File: config.mk
export PLATFORM = sky130hd
export DESIGN_NAME = lieat_wb_arbiter_flat
export DESIGN_NICKNAME = d
export VERILOG_FILES = /design/src/rtl/lieat_wb_arbiter_if.sv /design/src/rtl/lieat_wb_arbiter.sv /design/src/flat_wrapper.sv
export SDC_FILE = /design/constraint.sdc
export NUM_CORES = 1
export LEC_CHECK = 0
export BUFFER_PORTS_ARGS = -buffer_cell sky130_fd_sc_hd__buf_4
export CAP_MARGIN = 0
export CORE_UTILIZATION = 52
export CTS_BUF_LIST = sky130_fd_sc_hd__clkbuf_16
export CTS_CLUSTER_SIZE = 25
export DETAILED_ROUTE_END_ITERATION = 10
export PLACE_DENSITY = 0.81
export SLEW_MARGIN = 40
export SYNTH_ARGS = -nofsm -noshare
export SYNTH_HDL_FRONTEND = slang
export SYNTH_SLANG_ARGS = --single-unit
File: constraint.sdc
create_clock -name clk -period 2.8 [get_ports clk]
set_input_delay 0.56 -clock clk [delete_from_list [all_inputs] [get_ports clk]]
set_output_delay 0.56 -clock clk [all_outputs]
set_load 0.02 [all_outputs]
File: src/rtl/lieat_wb_arbiter_if.sv
// rtl/lieat_wb_arbiter_if.sv - write-back sources, long-instruction issue, scoreboard query and regfile write port
interface lieat_wb_arbiter_if #(
  parameter int XLEN       = 32,
  parameter int RGIDX_SIZE = 5
);
  logic                  exu_wb_valid;
  logic                  exu_wb_ready;
  logic                  exu_wb_en;
  logic [RGIDX_SIZE-1:0] exu_wb_rd;
  logic [XLEN-1:0]       exu_wb_data;
  logic [XLEN-1:0]       exu_wb_pc;

  logic                  lsu_wb_valid;
  logic                  lsu_wb_ready;
  logic                  lsu_wb_en;
  logic [RGIDX_SIZE-1:0] lsu_wb_rd;
  logic [XLEN-1:0]       lsu_wb_data;
  logic [XLEN-1:0]       lsu_wb_pc;

  logic                  longi_issue_valid;
  logic                  longi_issue_ready;
  logic [RGIDX_SIZE-1:0] longi_issue_rd;
  logic [XLEN-1:0]       longi_issue_pc;
  logic                  longi_wb_valid;
  logic                  longi_wb_ready;
  logic [XLEN-1:0]       longi_wb_data;

  logic [RGIDX_SIZE-1:0] exu_rs1;
  logic [RGIDX_SIZE-1:0] exu_rs2;
  logic                  exu_rs1_busy;
  logic                  exu_rs2_busy;

  logic                  wb_valid;
  logic                  wb_en;
  logic [RGIDX_SIZE-1:0] wb_rd;
  logic [XLEN-1:0]       wb_data;
  logic [XLEN-1:0]       wb_pc;
  logic                  wb_lsu;
  logic                  longi_empty;

  modport master (
    output exu_wb_valid, exu_wb_en, exu_wb_rd, exu_wb_data, exu_wb_pc,
    output lsu_wb_valid, lsu_wb_en, lsu_wb_rd, lsu_wb_data, lsu_wb_pc,
    output longi_issue_valid, longi_issue_rd, longi_issue_pc,
    output longi_wb_valid, longi_wb_data, exu_rs1, exu_rs2,
    input  exu_wb_ready, lsu_wb_ready, longi_issue_ready, longi_wb_ready,
    input  exu_rs1_busy, exu_rs2_busy,
    input  wb_valid, wb_en, wb_rd, wb_data, wb_pc, wb_lsu, longi_empty
  );

  modport slave (
    input  exu_wb_valid, exu_wb_en, exu_wb_rd, exu_wb_data, exu_wb_pc,
    input  lsu_wb_valid, lsu_wb_en, lsu_wb_rd, lsu_wb_data, lsu_wb_pc,
    input  longi_issue_valid, longi_issue_rd, longi_issue_pc,
    input  longi_wb_valid, longi_wb_data, exu_rs1, exu_rs2,
    output exu_wb_ready, lsu_wb_ready, longi_issue_ready, longi_wb_ready,
    output exu_rs1_busy, exu_rs2_busy,
    output wb_valid, wb_en, wb_rd, wb_data, wb_pc, wb_lsu, longi_empty
  );
endinterface

File: src/rtl/lieat_wb_arbiter.sv
// rtl/lieat_wb_arbiter.sv - regfile write-port arbiter for EXU, LSU and in-order long-latency results
module lieat_wb_arbiter #(
  parameter int XLEN       = 32,
  parameter int RGIDX_SIZE = 5,
  parameter int LQ_DEPTH   = 4,
  parameter int STARVE_MAX = 3
) (
  input logic              clk,
  input logic              rst,
  lieat_wb_arbiter_if.slave bus
);
  localparam int PW = (LQ_DEPTH > 1) ? $clog2(LQ_DEPTH) : 1;
  localparam int CW = $clog2(LQ_DEPTH + 1);
  localparam int SW = (STARVE_MAX > 0) ? $clog2(STARVE_MAX + 1) : 1;

  typedef enum logic [1:0] {SRC_NONE, SRC_EXU, SRC_LSU, SRC_LONGI} src_e;

  logic [RGIDX_SIZE-1:0] q_rd [LQ_DEPTH];
  logic [XLEN-1:0]       q_pc [LQ_DEPTH];
  logic [LQ_DEPTH-1:0]   q_vld;
  logic [PW-1:0]         wr_ptr, rd_ptr;
  logic [CW-1:0]         count;
  logic [SW-1:0]         starve_cnt;
  logic                  q_empty, q_full, push, pop, longi_req, starved;
  src_e                  sel;

  logic                  nxt_en;
  logic [RGIDX_SIZE-1:0] nxt_rd;
  logic [XLEN-1:0]       nxt_data, nxt_pc;
  logic                  rs1_q_hit, rs2_q_hit, rs1_wb_hit, rs2_wb_hit;

  assign q_empty   = (count == '0);
  assign q_full    = (count == CW'(LQ_DEPTH));
  assign longi_req = bus.longi_wb_valid & ~q_empty;
  assign starved   = longi_req & (starve_cnt == SW'(STARVE_MAX));

  always_comb begin
    sel = SRC_NONE;
    if (starved)                 sel = SRC_LONGI;
    else if (bus.lsu_wb_valid)   sel = SRC_LSU;
    else if (longi_req)          sel = SRC_LONGI;
    else if (bus.exu_wb_valid)   sel = SRC_EXU;
  end

  assign bus.exu_wb_ready      = (sel == SRC_EXU);
  assign bus.lsu_wb_ready      = (sel == SRC_LSU);
  assign bus.longi_wb_ready    = (sel == SRC_LONGI);
  assign bus.longi_issue_ready = ~q_full;
  assign bus.longi_empty       = q_empty;

  // A full queue never accepts, even if the head retires this cycle.
  assign push = bus.longi_issue_valid & ~q_full;
  assign pop  = (sel == SRC_LONGI);

  always_ff @(posedge clk) begin
    if (push) begin
      q_rd[wr_ptr] <= bus.longi_issue_rd;
      q_pc[wr_ptr] <= bus.longi_issue_pc;
    end
  end

  always_ff @(posedge clk) begin
    if (rst) begin
      q_vld  <= '0;
      wr_ptr <= '0;
      rd_ptr <= '0;
      count  <= '0;
    end else begin
      if (push) begin
        q_vld[wr_ptr] <= 1'b1;
        wr_ptr        <= wr_ptr + PW'(1);
      end
      if (pop) begin
        q_vld[rd_ptr] <= 1'b0;
        rd_ptr        <= rd_ptr + PW'(1);
      end
      count <= count + CW'(push) - CW'(pop);
    end
  end

  // A request against an empty queue is not a real request, so the count holds.
  always_ff @(posedge clk) begin
    if (rst) begin
      starve_cnt <= '0;
    end else if (pop || !bus.longi_wb_valid) begin
      starve_cnt <= '0;
    end else if (longi_req && (starve_cnt != SW'(STARVE_MAX))) begin
      starve_cnt <= starve_cnt + SW'(1);
    end
  end

  always_comb begin
    nxt_en   = 1'b0;
    nxt_rd   = '0;
    nxt_data = '0;
    nxt_pc   = '0;
    case (sel)
      SRC_EXU: begin
        nxt_en   = bus.exu_wb_en;
        nxt_rd   = bus.exu_wb_rd;
        nxt_data = bus.exu_wb_data;
        nxt_pc   = bus.exu_wb_pc;
      end
      SRC_LSU: begin
        nxt_en   = bus.lsu_wb_en;
        nxt_rd   = bus.lsu_wb_rd;
        nxt_data = bus.lsu_wb_data;
        nxt_pc   = bus.lsu_wb_pc;
      end
      SRC_LONGI: begin
        nxt_en   = 1'b1;
        nxt_rd   = q_rd[rd_ptr];
        nxt_data = bus.longi_wb_data;
        nxt_pc   = q_pc[rd_ptr];
      end
      default: ;
    endcase
  end

  always_ff @(posedge clk) begin
    if (rst) begin
      bus.wb_valid <= 1'b0;
      bus.wb_en    <= 1'b0;
      bus.wb_rd    <= '0;
      bus.wb_data  <= '0;
      bus.wb_pc    <= '0;
      bus.wb_lsu   <= 1'b0;
    end else begin
      bus.wb_valid <= (sel != SRC_NONE);
      bus.wb_en    <= (sel != SRC_NONE) & nxt_en & (nxt_rd != '0);
      bus.wb_lsu   <= (sel == SRC_LSU);
      if (sel != SRC_NONE) begin
        bus.wb_rd   <= nxt_rd;
        bus.wb_data <= nxt_data;
        bus.wb_pc   <= nxt_pc;
      end
    end
  end

  always_comb begin
    rs1_q_hit = 1'b0;
    rs2_q_hit = 1'b0;
    for (int i = 0; i < LQ_DEPTH; i++) begin
      if (q_vld[i] && (q_rd[i] == bus.exu_rs1)) rs1_q_hit = 1'b1;
      if (q_vld[i] && (q_rd[i] == bus.exu_rs2)) rs2_q_hit = 1'b1;
    end
  end

  assign rs1_wb_hit = bus.wb_valid & bus.wb_en & (bus.wb_rd == bus.exu_rs1);
  assign rs2_wb_hit = bus.wb_valid & bus.wb_en & (bus.wb_rd == bus.exu_rs2);

  assign bus.exu_rs1_busy = (bus.exu_rs1 != '0) & (rs1_q_hit | rs1_wb_hit);
  assign bus.exu_rs2_busy = (bus.exu_rs2 != '0) & (rs2_q_hit | rs2_wb_hit);
endmodule

File: src/flat_wrapper.sv
// flat-port wrapper written by rule: the top's interface ports become plain ports
module lieat_wb_arbiter_flat 
#(
  parameter int XLEN       = 32,
  parameter int RGIDX_SIZE = 5,
  parameter int LQ_DEPTH   = 4,
  parameter int STARVE_MAX = 3
)
  (clk, rst, bus_exu_wb_valid, bus_exu_wb_en, bus_exu_wb_rd, bus_exu_wb_data, bus_exu_wb_pc, bus_lsu_wb_valid, bus_lsu_wb_en, bus_lsu_wb_rd, bus_lsu_wb_data, bus_lsu_wb_pc, bus_longi_issue_valid, bus_longi_issue_rd, bus_longi_issue_pc, bus_longi_wb_valid, bus_longi_wb_data, bus_exu_rs1, bus_exu_rs2, bus_exu_wb_ready, bus_lsu_wb_ready, bus_longi_issue_ready, bus_longi_wb_ready, bus_exu_rs1_busy, bus_exu_rs2_busy, bus_wb_valid, bus_wb_en, bus_wb_rd, bus_wb_data, bus_wb_pc, bus_wb_lsu, bus_longi_empty);
  lieat_wb_arbiter_if #(.XLEN(XLEN), .RGIDX_SIZE(RGIDX_SIZE)) bus_i ();
  input logic clk;
  input logic rst;
  input wire logic [$bits(bus_i.exu_wb_valid)-1:0] bus_exu_wb_valid;
  input wire logic [$bits(bus_i.exu_wb_en)-1:0] bus_exu_wb_en;
  input wire logic [$bits(bus_i.exu_wb_rd)-1:0] bus_exu_wb_rd;
  input wire logic [$bits(bus_i.exu_wb_data)-1:0] bus_exu_wb_data;
  input wire logic [$bits(bus_i.exu_wb_pc)-1:0] bus_exu_wb_pc;
  input wire logic [$bits(bus_i.lsu_wb_valid)-1:0] bus_lsu_wb_valid;
  input wire logic [$bits(bus_i.lsu_wb_en)-1:0] bus_lsu_wb_en;
  input wire logic [$bits(bus_i.lsu_wb_rd)-1:0] bus_lsu_wb_rd;
  input wire logic [$bits(bus_i.lsu_wb_data)-1:0] bus_lsu_wb_data;
  input wire logic [$bits(bus_i.lsu_wb_pc)-1:0] bus_lsu_wb_pc;
  input wire logic [$bits(bus_i.longi_issue_valid)-1:0] bus_longi_issue_valid;
  input wire logic [$bits(bus_i.longi_issue_rd)-1:0] bus_longi_issue_rd;
  input wire logic [$bits(bus_i.longi_issue_pc)-1:0] bus_longi_issue_pc;
  input wire logic [$bits(bus_i.longi_wb_valid)-1:0] bus_longi_wb_valid;
  input wire logic [$bits(bus_i.longi_wb_data)-1:0] bus_longi_wb_data;
  input wire logic [$bits(bus_i.exu_rs1)-1:0] bus_exu_rs1;
  input wire logic [$bits(bus_i.exu_rs2)-1:0] bus_exu_rs2;
  output wire logic [$bits(bus_i.exu_wb_ready)-1:0] bus_exu_wb_ready;
  output wire logic [$bits(bus_i.lsu_wb_ready)-1:0] bus_lsu_wb_ready;
  output wire logic [$bits(bus_i.longi_issue_ready)-1:0] bus_longi_issue_ready;
  output wire logic [$bits(bus_i.longi_wb_ready)-1:0] bus_longi_wb_ready;
  output wire logic [$bits(bus_i.exu_rs1_busy)-1:0] bus_exu_rs1_busy;
  output wire logic [$bits(bus_i.exu_rs2_busy)-1:0] bus_exu_rs2_busy;
  output wire logic [$bits(bus_i.wb_valid)-1:0] bus_wb_valid;
  output wire logic [$bits(bus_i.wb_en)-1:0] bus_wb_en;
  output wire logic [$bits(bus_i.wb_rd)-1:0] bus_wb_rd;
  output wire logic [$bits(bus_i.wb_data)-1:0] bus_wb_data;
  output wire logic [$bits(bus_i.wb_pc)-1:0] bus_wb_pc;
  output wire logic [$bits(bus_i.wb_lsu)-1:0] bus_wb_lsu;
  output wire logic [$bits(bus_i.longi_empty)-1:0] bus_longi_empty;
  assign bus_i.exu_wb_valid = bus_exu_wb_valid;
  assign bus_i.exu_wb_en = bus_exu_wb_en;
  assign bus_i.exu_wb_rd = bus_exu_wb_rd;
  assign bus_i.exu_wb_data = bus_exu_wb_data;
  assign bus_i.exu_wb_pc = bus_exu_wb_pc;
  assign bus_i.lsu_wb_valid = bus_lsu_wb_valid;
  assign bus_i.lsu_wb_en = bus_lsu_wb_en;
  assign bus_i.lsu_wb_rd = bus_lsu_wb_rd;
  assign bus_i.lsu_wb_data = bus_lsu_wb_data;
  assign bus_i.lsu_wb_pc = bus_lsu_wb_pc;
  assign bus_i.longi_issue_valid = bus_longi_issue_valid;
  assign bus_i.longi_issue_rd = bus_longi_issue_rd;
  assign bus_i.longi_issue_pc = bus_longi_issue_pc;
  assign bus_i.longi_wb_valid = bus_longi_wb_valid;
  assign bus_i.longi_wb_data = bus_longi_wb_data;
  assign bus_i.exu_rs1 = bus_exu_rs1;
  assign bus_i.exu_rs2 = bus_exu_rs2;
  assign bus_exu_wb_ready = bus_i.exu_wb_ready;
  assign bus_lsu_wb_ready = bus_i.lsu_wb_ready;
  assign bus_longi_issue_ready = bus_i.longi_issue_ready;
  assign bus_longi_wb_ready = bus_i.longi_wb_ready;
  assign bus_exu_rs1_busy = bus_i.exu_rs1_busy;
  assign bus_exu_rs2_busy = bus_i.exu_rs2_busy;
  assign bus_wb_valid = bus_i.wb_valid;
  assign bus_wb_en = bus_i.wb_en;
  assign bus_wb_rd = bus_i.wb_rd;
  assign bus_wb_data = bus_i.wb_data;
  assign bus_wb_pc = bus_i.wb_pc;
  assign bus_wb_lsu = bus_i.wb_lsu;
  assign bus_longi_empty = bus_i.longi_empty;
  lieat_wb_arbiter #(.XLEN(XLEN), .RGIDX_SIZE(RGIDX_SIZE), .LQ_DEPTH(LQ_DEPTH), .STARVE_MAX(STARVE_MAX)) u_core (.clk(clk), .rst(rst), .bus(bus_i));
endmodule
==> summary.md <==
| Metric | Value |
|---|---|
| Status | completed |
| Top Family by Delay on Critical Path | buffers and inverters |
| Num CTS Buffers | 24 |
| Crit path arrival time | ~2100 ps |
| Most used cell along the critical path | buf_4 |
| Final instance area | 13400 µm² |
| Layout area overhead | 32.2% |
| Cell Area, Placed | ~13000 µm² |
| Worst path buffer plus inverter count | 3 |
| Synth top area share | 44.0% |
| CP max stage delay | between 300 and 400 ps |
| Clk root buf | clkbuf_16 |
| Hold_buf cts | 0 |
| Die H | around 140 µm |
| Final min period | ~2600 ps |
| Yosys warns | 0 |
| Final Util | 70.7% |
| First-pass GRT wire length | approximately 42 mm |
| Postcts setup bufs | 0 |
| Pin count of the biggest net entering global routing | between 50 and 60 |
| # clock sinks | 235 |
| Mapped cell area | 10100 µm² |
| Seq cells post-synth | 235 |
| WL per Instance | around 21 µm |
| Number of DRC markers in iteration 0 | 550 |
| PortBufs | 303 |
| Crit. End Element | output port |
| Worst path required time | approximately 2200 ps |
| Startpoint class of the critical path | register |
| Dpl hpwl | 19.7 mm |
| Top post-synthesis cells by area | edfxtp_1 44%, dfxtp_1 17%, mux4_2 8.2% |
| Initial antenna violation count | 1 |
| Fmax | 379 MHz |
| Initial Util | 53.5% |
| Die area | roughly 20000 µm² |
| Worst Max-Slew Pin Slew | 603 ps |
| Clk buf depth | 3 |
| Flip-flop and latch area | 6190 µm² |
| Final setup vio count | 0 |
| Core Area | around 19000 µm² |
| Routed vias | between 7000 and 8000 |
| Vias per cell | about 5.7 |
| Seq/Total Area, Yosys | between 60% and 70% |
| Maxcap violations | 0 |
| Crit-path cells | ha_1, nand2b_1, nand2_1, inv_2, buf_4, buf_4 |
| Post-Syn Instances | 761 |
| Max VDD drop | a little over 0.0005 V |
| DRC Markers | 0 |
| Vias in the first global route | 7673 |
| Predominant post-synthesis flop cell | edfxtp_1 |
| Count of flip-flops with a built-in enable after synthesis | approximately 150 |
| CTS tree | done |
| Grt ovf | 0 |
| Min-delay worst type | input port to register |
| Final nets | 1287 |
| Max-slew violation count | 0 |
| Syn Nets | roughly 1000 |
| GP Congestion | ~0.87 |
| Filler Cell Count | around 1400 |
| I/O Pins | approximately 300 |
| RSZ-0062 raised after global routing | false |
| Die Wd | roughly 140 µm |
| GRT Resource Usage Total | between 20% and 30% |
| Pwr/cell area | ~740 nW/µm² |
| Worst Path Max Fanout | 32 |
| Rel. slew slack | 59.5% |
| Clk slew on worst S/H paths | approximately 60 ps |
| WS Path Type | register to output port |
| CTS resizes | 0 |
| Slowest cell on crit path | dfxtp_1 |
| Syn_area_per_cell | 13.3 µm² |
| Fin. Hold Viols | 0 |
| Static Leakage | about 0.0053 µW |
| Number of routed nets with antenna violations | 0 |
| Setup TNS | 0 ps |
| Worst-Skew Late Latency | 510 ps |
| Multi-input gate area | approximately 3600 µm² |
| Layout cells sized above 1 | between 30% and 40% |
| Async SR Flop Fraction | 0% |
| Fin crit share | 94.2% |
| Synth area leader | edfxtp_1 |
| Rows | 50 |
| Pre-antenna DRT Iters | 5 |
| H-Tree Depth | 1 |
| Final WL | 28.0 mm |
| Synth unique cells | 43 |
| Setup Skew | about 16 ps |
[layout by cell type, fill, tap and decap left out, types with 2 or more instances in the layout]
cell type	n
clkbuf_16	25
and3_2	4
a211oi_1	10
dfxtp_1	85
inv_2	2
o21ai_0	4
dfxtp_2	2
o21a_1	31
mux2i_1	2
nor2b_1	3
buf_4	322
a22o_1	2
nor3_2	2
a311oi_1	29
edfxtp_1	148
o22a_1	2
nand2_1	36
xnor2_1	15
a21oi_1	8
clkinv_1	6
inv_1	17
ha_1	11
a221oi_1	31
clkinv_2	3
nand3_1	11
xor2_1	40
buf_12	4
a221o_1	3
and3_1	3
a22oi_1	32
nor2_1	80
nand4_1	2
mux4_2	37
or4_1	2
nor4_1	10
nor3_1	33
[final cells by class]
| type | instances | area share (%) |
|---|---|---|
| clock buffer | 25 | 4.68 |
| inverter | 10 | 0.281 |
| multi-input combinational | 453 | 27.0 |
| clock inverter | 18 | 0.534 |
| antenna | 1 | 0.0187 |
| tap | 260 | 2.43 |
| timing repair buffer | 326 | 18.7 |
| sequential | 235 | 46.3 |
[stage by stage]
stage	hold slack, ps	power [µW]	std cells	setup slack (ps)
after floorplan	465	6020	761	200
after global routing	238	10300	1328	52.4
final	251	9850	1328	162
after CTS	232	9930	1327	148
after global placement	477	7030	1284	336
after detailed placement	479	7100	1284	191
[final timing paths]
kind                                                         start                            endpoint  slack (ps)  cells past startpoint
worst max-delay path             u_core.starve_cnt[0]$_SDFFE_PP0P_                  bus_longi_wb_ready         160                      6
worst min-delay path                        bus_longi_issue_pc[12]        u_core.q_pc[0][12]$_DFFE_PP_         250                      1
worst max register to register   u_core.starve_cnt[0]$_SDFFE_PP0P_    u_core.bus.wb_pc[8]$_SDFFE_PP0P_         390                      8
worst min register to register  u_core.bus.wb_data[6]$_SDFFE_PP0P_  u_core.bus.wb_data[6]$_SDFFE_PP0P_         490                      2
[state kept, by name, indices dropped and copies added (netlist names), 3 cells and up, named ones only]
name                flops
u_core.q_vld            4
u_core.bus.wb_data     32
u_core.bus.wb_rd        5
u_core.bus.wb_pc       32
u_core.count            3
u_core.q_pc           128
u_core.q_rd            20
[cell usage after synthesis, types with 2 or more instances]
library cell,n
a211oi_1,10
a21oi_1,8
a221o_1,3
a221oi_1,31
a22o_1,2
a22oi_1,32
a311oi_1,29
and3_1,7
buf_1,3
buf_2,21
buf_4,3
buf_6,2
clkbuf_1,33
dfxtp_1,87
edfxtp_1,148
ha_1,11
inv_1,9
mux2i_1,2
mux4_2,37
nand2_1,37
nand3_1,11
nand4_1,2
nor2_1,81
nor2b_1,3
nor3_1,33
nor3_2,2
nor4_1,10
o21a_1,31
o21ai_0,4
o22a_1,2
or4_1,2
xnor2_1,15
xor2_1,40
[routing by layer]
| layer | up-vias | global-route usage (%) | part of all wire, % |
|---|---|---|---|
| met4 | 0 | 9.96 | 3.0 |
| li1 | 3507 | - | - |
| met2 | 323 | 49.6 | 52 |
| met1 | 3718 | 34.1 | 38 |
| met5 | - | 0 | 0 |
| met3 | 42 | 4.86 | 7.2 |
[logic make-up after synthesis]
kind of cell | after synthesis | synth area share (%)
flops | 235 | 61.2
simple gates | 192 | 8.54
compound gates | 155 | 12.2
buf+inv | 73 | 3.24
xor+xnor | 55 | 4.77
mux | 39 | 8.44
fa+ha+maj | 12 | 1.56
[power breakdown]
group / switching, µW / internal [µW] / leakage [µW]
logic: 1360 / 1190 / 0.00284
registers: 267 / 4200 / 0.00208
clock network: 1230 / 1600 / 0.000377
No activity file was read; power rests on OpenSTA's default activity.
